**config.mk**
```make
export PLATFORM = sky130hd
export DESIGN_NAME = mod_counter_flat
export DESIGN_NICKNAME = d
export VERILOG_FILES = /design/src/rtl/mod_counter_if.sv /design/src/rtl/mod_counter.sv /design/src/flat_wrapper.sv
export SDC_FILE = /design/constraint.sdc
export NUM_CORES = 1
export LEC_CHECK = 0
export ABC_CLOCK_PERIOD_IN_PS = 1800
export CAP_MARGIN = 20
export CORE_AREA = 2 2 39 41
export DETAILED_ROUTE_END_ITERATION = 10
export DIE_AREA = 0 0 41 43
export RECOVER_POWER = 100
export SYNTH_ARGS = -nofsm -noshare
export SYNTH_HDL_FRONTEND = slang
export SYNTH_SLANG_ARGS = --single-unit
```
**constraint.sdc**
```tcl
create_clock -name clk -period 1.8 [get_ports clk]
set_input_delay 0.27 -clock clk [delete_from_list [all_inputs] [get_ports clk]]
set_output_delay 0.27 -clock clk [all_outputs]
set_load 0.005 [all_outputs]
```
**src/rtl/mod_counter_if.sv**
```systemverilog
// Control/status bundle for mod_counter: the sequencer drives the controls, the counter reports state.
`timescale 1ns/1ps
interface mod_counter_if #(
    parameter int unsigned WIDTH = 4
);
    logic             en;
    logic             dir;
    logic             load;
    logic [WIDTH-1:0] d;
    logic             oneshot;
    logic [WIDTH-1:0] q;
    logic             tc;
    logic             done;

    modport master (
        output en, dir, load, d, oneshot,
        input  q, tc, done
    );

    modport slave (
        input  en, dir, load, d, oneshot,
        output q, tc, done
    );
endinterface

```
**src/rtl/mod_counter.sv**
```systemverilog
// Modulo-MODULUS up/down counter with load, terminal-count pulse and one-shot stop.
// Optional clock-enable prescaler is built only when MOD_COUNTER_PRESCALE_EN is defined.
`timescale 1ns/1ps
module mod_counter #(
    parameter int unsigned WIDTH    = 4,
    parameter int unsigned MODULUS  = 16,
    parameter int unsigned PRESCALE = 1
) (
    input logic           clk,
    input logic           rst,
    mod_counter_if.slave  bus
);

    typedef enum logic {StRun, StStop} state_e;

    localparam logic [WIDTH-1:0] MaxVal = WIDTH'(MODULUS - 1);

    if (MODULUS < 2 || MODULUS > (2 ** WIDTH) || PRESCALE < 1) begin : g_bad_params
        $error("mod_counter: illegal MODULUS/PRESCALE for given WIDTH");
    end

    logic [WIDTH-1:0] q_q, q_d;
    state_e           state_q, state_d;
    logic             step;
    logic             at_term;

`ifdef MOD_COUNTER_PRESCALE_EN
    localparam int unsigned     PsWidth = (PRESCALE > 1) ? $clog2(PRESCALE) : 1;
    localparam logic [PsWidth-1:0] PsLast = PsWidth'(PRESCALE - 1);

    logic [PsWidth-1:0] ps_q, ps_d;

    always_comb begin
        ps_d = ps_q;
        if (bus.load) begin
            ps_d = '0;
        end else if (bus.en) begin
            ps_d = (ps_q == PsLast) ? '0 : ps_q + 1'b1;
        end
    end

    always_ff @(posedge clk or negedge rst) begin
        if (!rst) begin
            ps_q <= '0;
        end else begin
            ps_q <= ps_d;
        end
    end

    assign step = bus.en & (ps_q == PsLast);
`else
    assign step = bus.en;
`endif

    assign at_term = bus.dir ? (q_q == MaxVal) : (q_q == '0);

    always_comb begin
        q_d     = q_q;
        state_d = state_q;
        if (bus.load) begin
            q_d     = (bus.d > MaxVal) ? MaxVal : bus.d;
            state_d = StRun;
        end else if (state_q == StRun && step) begin
            if (at_term && bus.oneshot) begin
                state_d = StStop;
            end else if (bus.dir) begin
                q_d = at_term ? '0 : q_q + 1'b1;
            end else begin
                q_d = at_term ? MaxVal : q_q - 1'b1;
            end
        end
    end

    always_ff @(posedge clk or negedge rst) begin
        if (!rst) begin
            q_q     <= '0;
            state_q <= StRun;
        end else begin
            q_q     <= q_d;
            state_q <= state_d;
        end
    end

    // rst gates tc because q is forced to 0, which is terminal when counting down.
    assign bus.tc   = rst & ~bus.load & step & at_term & (state_q == StRun);
    assign bus.q    = q_q;
    assign bus.done = (state_q == StStop);

endmodule
```
**src/flat_wrapper.sv**
```systemverilog
// flat-port wrapper written by rule: the top's interface ports become plain ports
module mod_counter_flat 
#(
    parameter int unsigned WIDTH    = 4,
    parameter int unsigned MODULUS  = 16,
    parameter int unsigned PRESCALE = 1
)
  (clk, rst, bus_en, bus_dir, bus_load, bus_d, bus_oneshot, bus_q, bus_tc, bus_done);
  mod_counter_if #(.WIDTH(WIDTH)) bus_i ();
  input logic clk;
  input logic rst;
  input wire logic [$bits(bus_i.en)-1:0] bus_en;
  input wire logic [$bits(bus_i.dir)-1:0] bus_dir;
  input wire logic [$bits(bus_i.load)-1:0] bus_load;
  input wire logic [$bits(bus_i.d)-1:0] bus_d;
  input wire logic [$bits(bus_i.oneshot)-1:0] bus_oneshot;
  output wire logic [$bits(bus_i.q)-1:0] bus_q;
  output wire logic [$bits(bus_i.tc)-1:0] bus_tc;
  output wire logic [$bits(bus_i.done)-1:0] bus_done;
  assign bus_i.en = bus_en;
  assign bus_i.dir = bus_dir;
  assign bus_i.load = bus_load;
  assign bus_i.d = bus_d;
  assign bus_i.oneshot = bus_oneshot;
  assign bus_q = bus_i.q;
  assign bus_tc = bus_i.tc;
  assign bus_done = bus_i.done;
  mod_counter #(.WIDTH(WIDTH), .MODULUS(MODULUS), .PRESCALE(PRESCALE)) u_core (.clk(clk), .rst(rst), .bus(bus_i));
endmodule
```
==> summary.md <==
| Metric | Value |
|---|---|
| R2R cell count | 11 |
| Post-DP Area | 680.7 um2 |
| RD Place Congestion | 0.7293 |
| CP cell instances | inv_2, buf_6, ha_4, or2b_4, o22ai_4, and4_1, buf_2 |
| Worst rel slew slack | 71.37% |
| Status | finished, violations left |
| Seq cells post-synth | 5 |
| Reg2reg start | u_core.bus.q[1] |
| First-pass GRT wire length | 1876 um |
| Slew Viols, Final | 0 |
| Leak | 0.3636 nW |
| Die width | 41 um |
| Final hold viol count | 0 |
| Sequential element share of the synthesized area | 30.03% |
| Failing checks | negative setup slack |
| Routed len/inst | 11.52 um |
| IO buf count | 15 |
| Pin count of the biggest net entering global routing | 10 |
| Max FO, Critical Path | 3 |
| Hpwl dp | 859.8 um |
| Max-cap violations | 0 |
| Synth Net Count | 60 |
| CTS tree | yes |
| Initial core utilization | 30.11% |
| Critical path type | flop to primary output |
| Clock tree sinks | 5 |
| Level count of the clock H-tree | 1 |
| Final setup fails | 2 |
| Num rows | 14 |
| Layout cells sized above 1 | 42.05% |
| Via count | 489 |
| Nets | 101 |
| Worst-path cell with the longest stage delay | dfrtp_1 |
| N_diodes | 0 |
| Crit end category | primary output |
| Dpl cells | 91 |
| R2R Setup Slk | -10 ps |
| Hold WC Path Type | input pin to async pin |
| Finished Cell Area | 833.3 um2 |
| All-Layer GR Usage | 15.76% |
| Max Clock Freq | 537.5 MHz |
| Via density per instance | 4.702 |
| Mapped Area | 416.7 um2 |
| Critical Path AT | 1590 ps |
| Clk_skew | 1.052 ps |
| Post-route minimum period | 1860 ps |
| Synth top area share | 30.03% |
| Fin cells | 104 |
| Final Power | 581.7 uW |
| Reg-to-reg endpoint | u_core.bus.q[3] |
| Clock Latency Late Sink | 230 ps |
| Mapped Cells | 48 |
| Fin crit share | 103.4% |
| Worst Hold Margin | 454.9 ps |
| Final core utilization | 60.22% |
| Vias in the first global route | 478 |
| Critical Path Source Type | flop |
| CTS Buffer Depth | 2 |
| Area growth syn-to-layout | 100.0% |
| I/O Pins | 16 |
| Mean post-synth cell area | 8.680 um2 |
| DRC Markers | 0 |
| Yosys Warn Count | 0 |
| Num CTS Buffers | 3 |
| Hold_buf cts | 0 |
| Fin Setup TNS | -74.68 ps |
| Netlist cell types | 26 |
| Initial DRC count | 4 |
| Slew @ Worst Pin | 424.1 ps |
| Worst slack at placement | -333.8 ps |
| Total gr overflow | 0 |
| Antenna viol nets, final | 0 |
| RSZ-0062 raised after global routing | true |
| Synth area leader | dfrtp_1 |
| Core ar. | 1384 um2 |
| Die ar. | 1763 um2 |
| Setup ws final | -60.40 ps |
| Initial antenna violation count | 0 |
| Top cells by area, synth | dfrtp_1, ha_1, inv_1, nand2_1, mux2i_1 |
| Worst stage delay on the critical path | 390 ps |
| Pwr/cell area | 698.0 nW/um2 |
| Total Wirelength | 1198 um |
| Root buffer cell | clkbuf_4 |
| Number of detailed-route iterations in the first pass | 3 |
| Number of fill cells | 125 |
| Critical Path RT | 1530 ps |
| Worst VDD drop | 0.4402 mV |
| Die Height | 43 um |
| Clock-pin slew on the worst setup and hold paths | 40 ps |
-- critical path: cells and delay by family (launching register included) --
kind	cells	cell delay (ps)
buffers and inverters	3	270
and+or+nand+nor	2	470
DFF	1	390
adders and majority gates	1	110
AOI/OAI and AO/OA	1	100
-- routing by layer --
| layer | up-vias | track usage, % | share of wire (%) | routed length (um) |
|---|---|---|---|---|
| met5 | - | 0 | 0 | 0 |
| met3 | 0 | 0 | 2.3 | 27 |
| li1 | 252 | - | - | - |
| met4 | 0 | 8.000 | 0 | 0 |
| met1 | 229 | 18.03 | 43 | 513 |
| met2 | 8 | 27.81 | 55 | 657 |
-- timing repair --
| item | in CTS | in global routing |
|---|---|---|
| resized for setup | 7 | 9 |
| endpoints found under the setup margin | 3 | 5 |
| setup buffers | 7 | 3 |
| hold endpoints to repair | 0 | 0 |
| pin swaps | 5 | 6 |
-- worst max path at each step --
stage | from | end | cells past startpoint
2_1_floorplan | u_core.bus.q[0] | u_core.bus.q[0] | 7
3_5_place_dp | bus_dir | bus_tc | 5
3_3_place_gp | bus_dir | bus_tc | 5
5_1_grt | u_core.bus.q[1] | bus_tc | 7
4_1_cts | u_core.bus.q[1] | bus_tc | 6
6_report | u_core.bus.q[1] | bus_tc | 7
-- synth_stat cells, drive strengths merged --
cell and instances:
inv 6, nand2 6, dfrtp 5, a21oi 4, o21ai 4, ha 2, mux2i 2, nor2 2
o311ai 2, xnor2 2, a221oi 1, a31oi 1, a41oi 1, and4 1, buf 1, nand3 1
nor2b 1, o2111ai 1, o21a 1, o21bai 1, o22ai 1, or2 1, or2b 1
-- state kept, by name, summed over array words and instances (netlist names) --
register and flops:
u_core.bus.done 1, u_core.bus.q 4
-- cells in the final DEF, fill, tap and decap left out, drive strengths merged --
cell type | Yosys | layout
a41oi | 1 | 1
nor2b | 1 | 1
o2111ai | 1 | 1
dlygate4sd3 | 0 | 4
nand3 | 1 | 1
or2 | 1 | 1
and4 | 1 | 1
nand2 | 6 | 6
a21oi | 4 | 4
xnor2 | 2 | 2
o21a | 1 | 1
buf | 1 | 21
nor2 | 2 | 2
o21ai | 4 | 4
ha | 2 | 2
clkdlybuf4s50 | 0 | 10
mux2i | 2 | 2
a31oi | 1 | 1
clkbuf | 0 | 6
inv | 6 | 6
or2b | 1 | 1
o22ai | 1 | 1
o21bai | 1 | 1
dfrtp | 5 | 5
a221oi | 1 | 1
o311ai | 2 | 2
-- cell type report --
class	count	area, um2	share of cell area [%]
clock buffers	4	26.28	3.153
flip-flops and latches	5	125.1	15.02
repair buffers	37	306.5	36.79
multi-input cells	36	332.8	39.94
inverters	6	22.52	2.703
well taps	16	20.02	2.402
-- cells by family after synthesis --
group / count (synthesis) / share of synthesized area, %
adder cells (fa/ha/maj): 2 / 6.005
AO/OA/AOI/OAI: 17 / 32.43
AND/OR/NAND/NOR: 13 / 16.22
buffers and inverters: 7 / 6.305
flip-flops: 5 / 30.03
XOR/XNOR: 2 / 4.205
multiplexers: 2 / 4.805
-- where the power goes --
part / total (mW) / switching [mW] / internal (mW)
clock network: 0.124 / 0.0406 / 0.0835
logic: 0.319 / 0.131 / 0.188
registers: 0.139 / 0.0119 / 0.127
No activity file was read; power rests on OpenSTA's default activity.
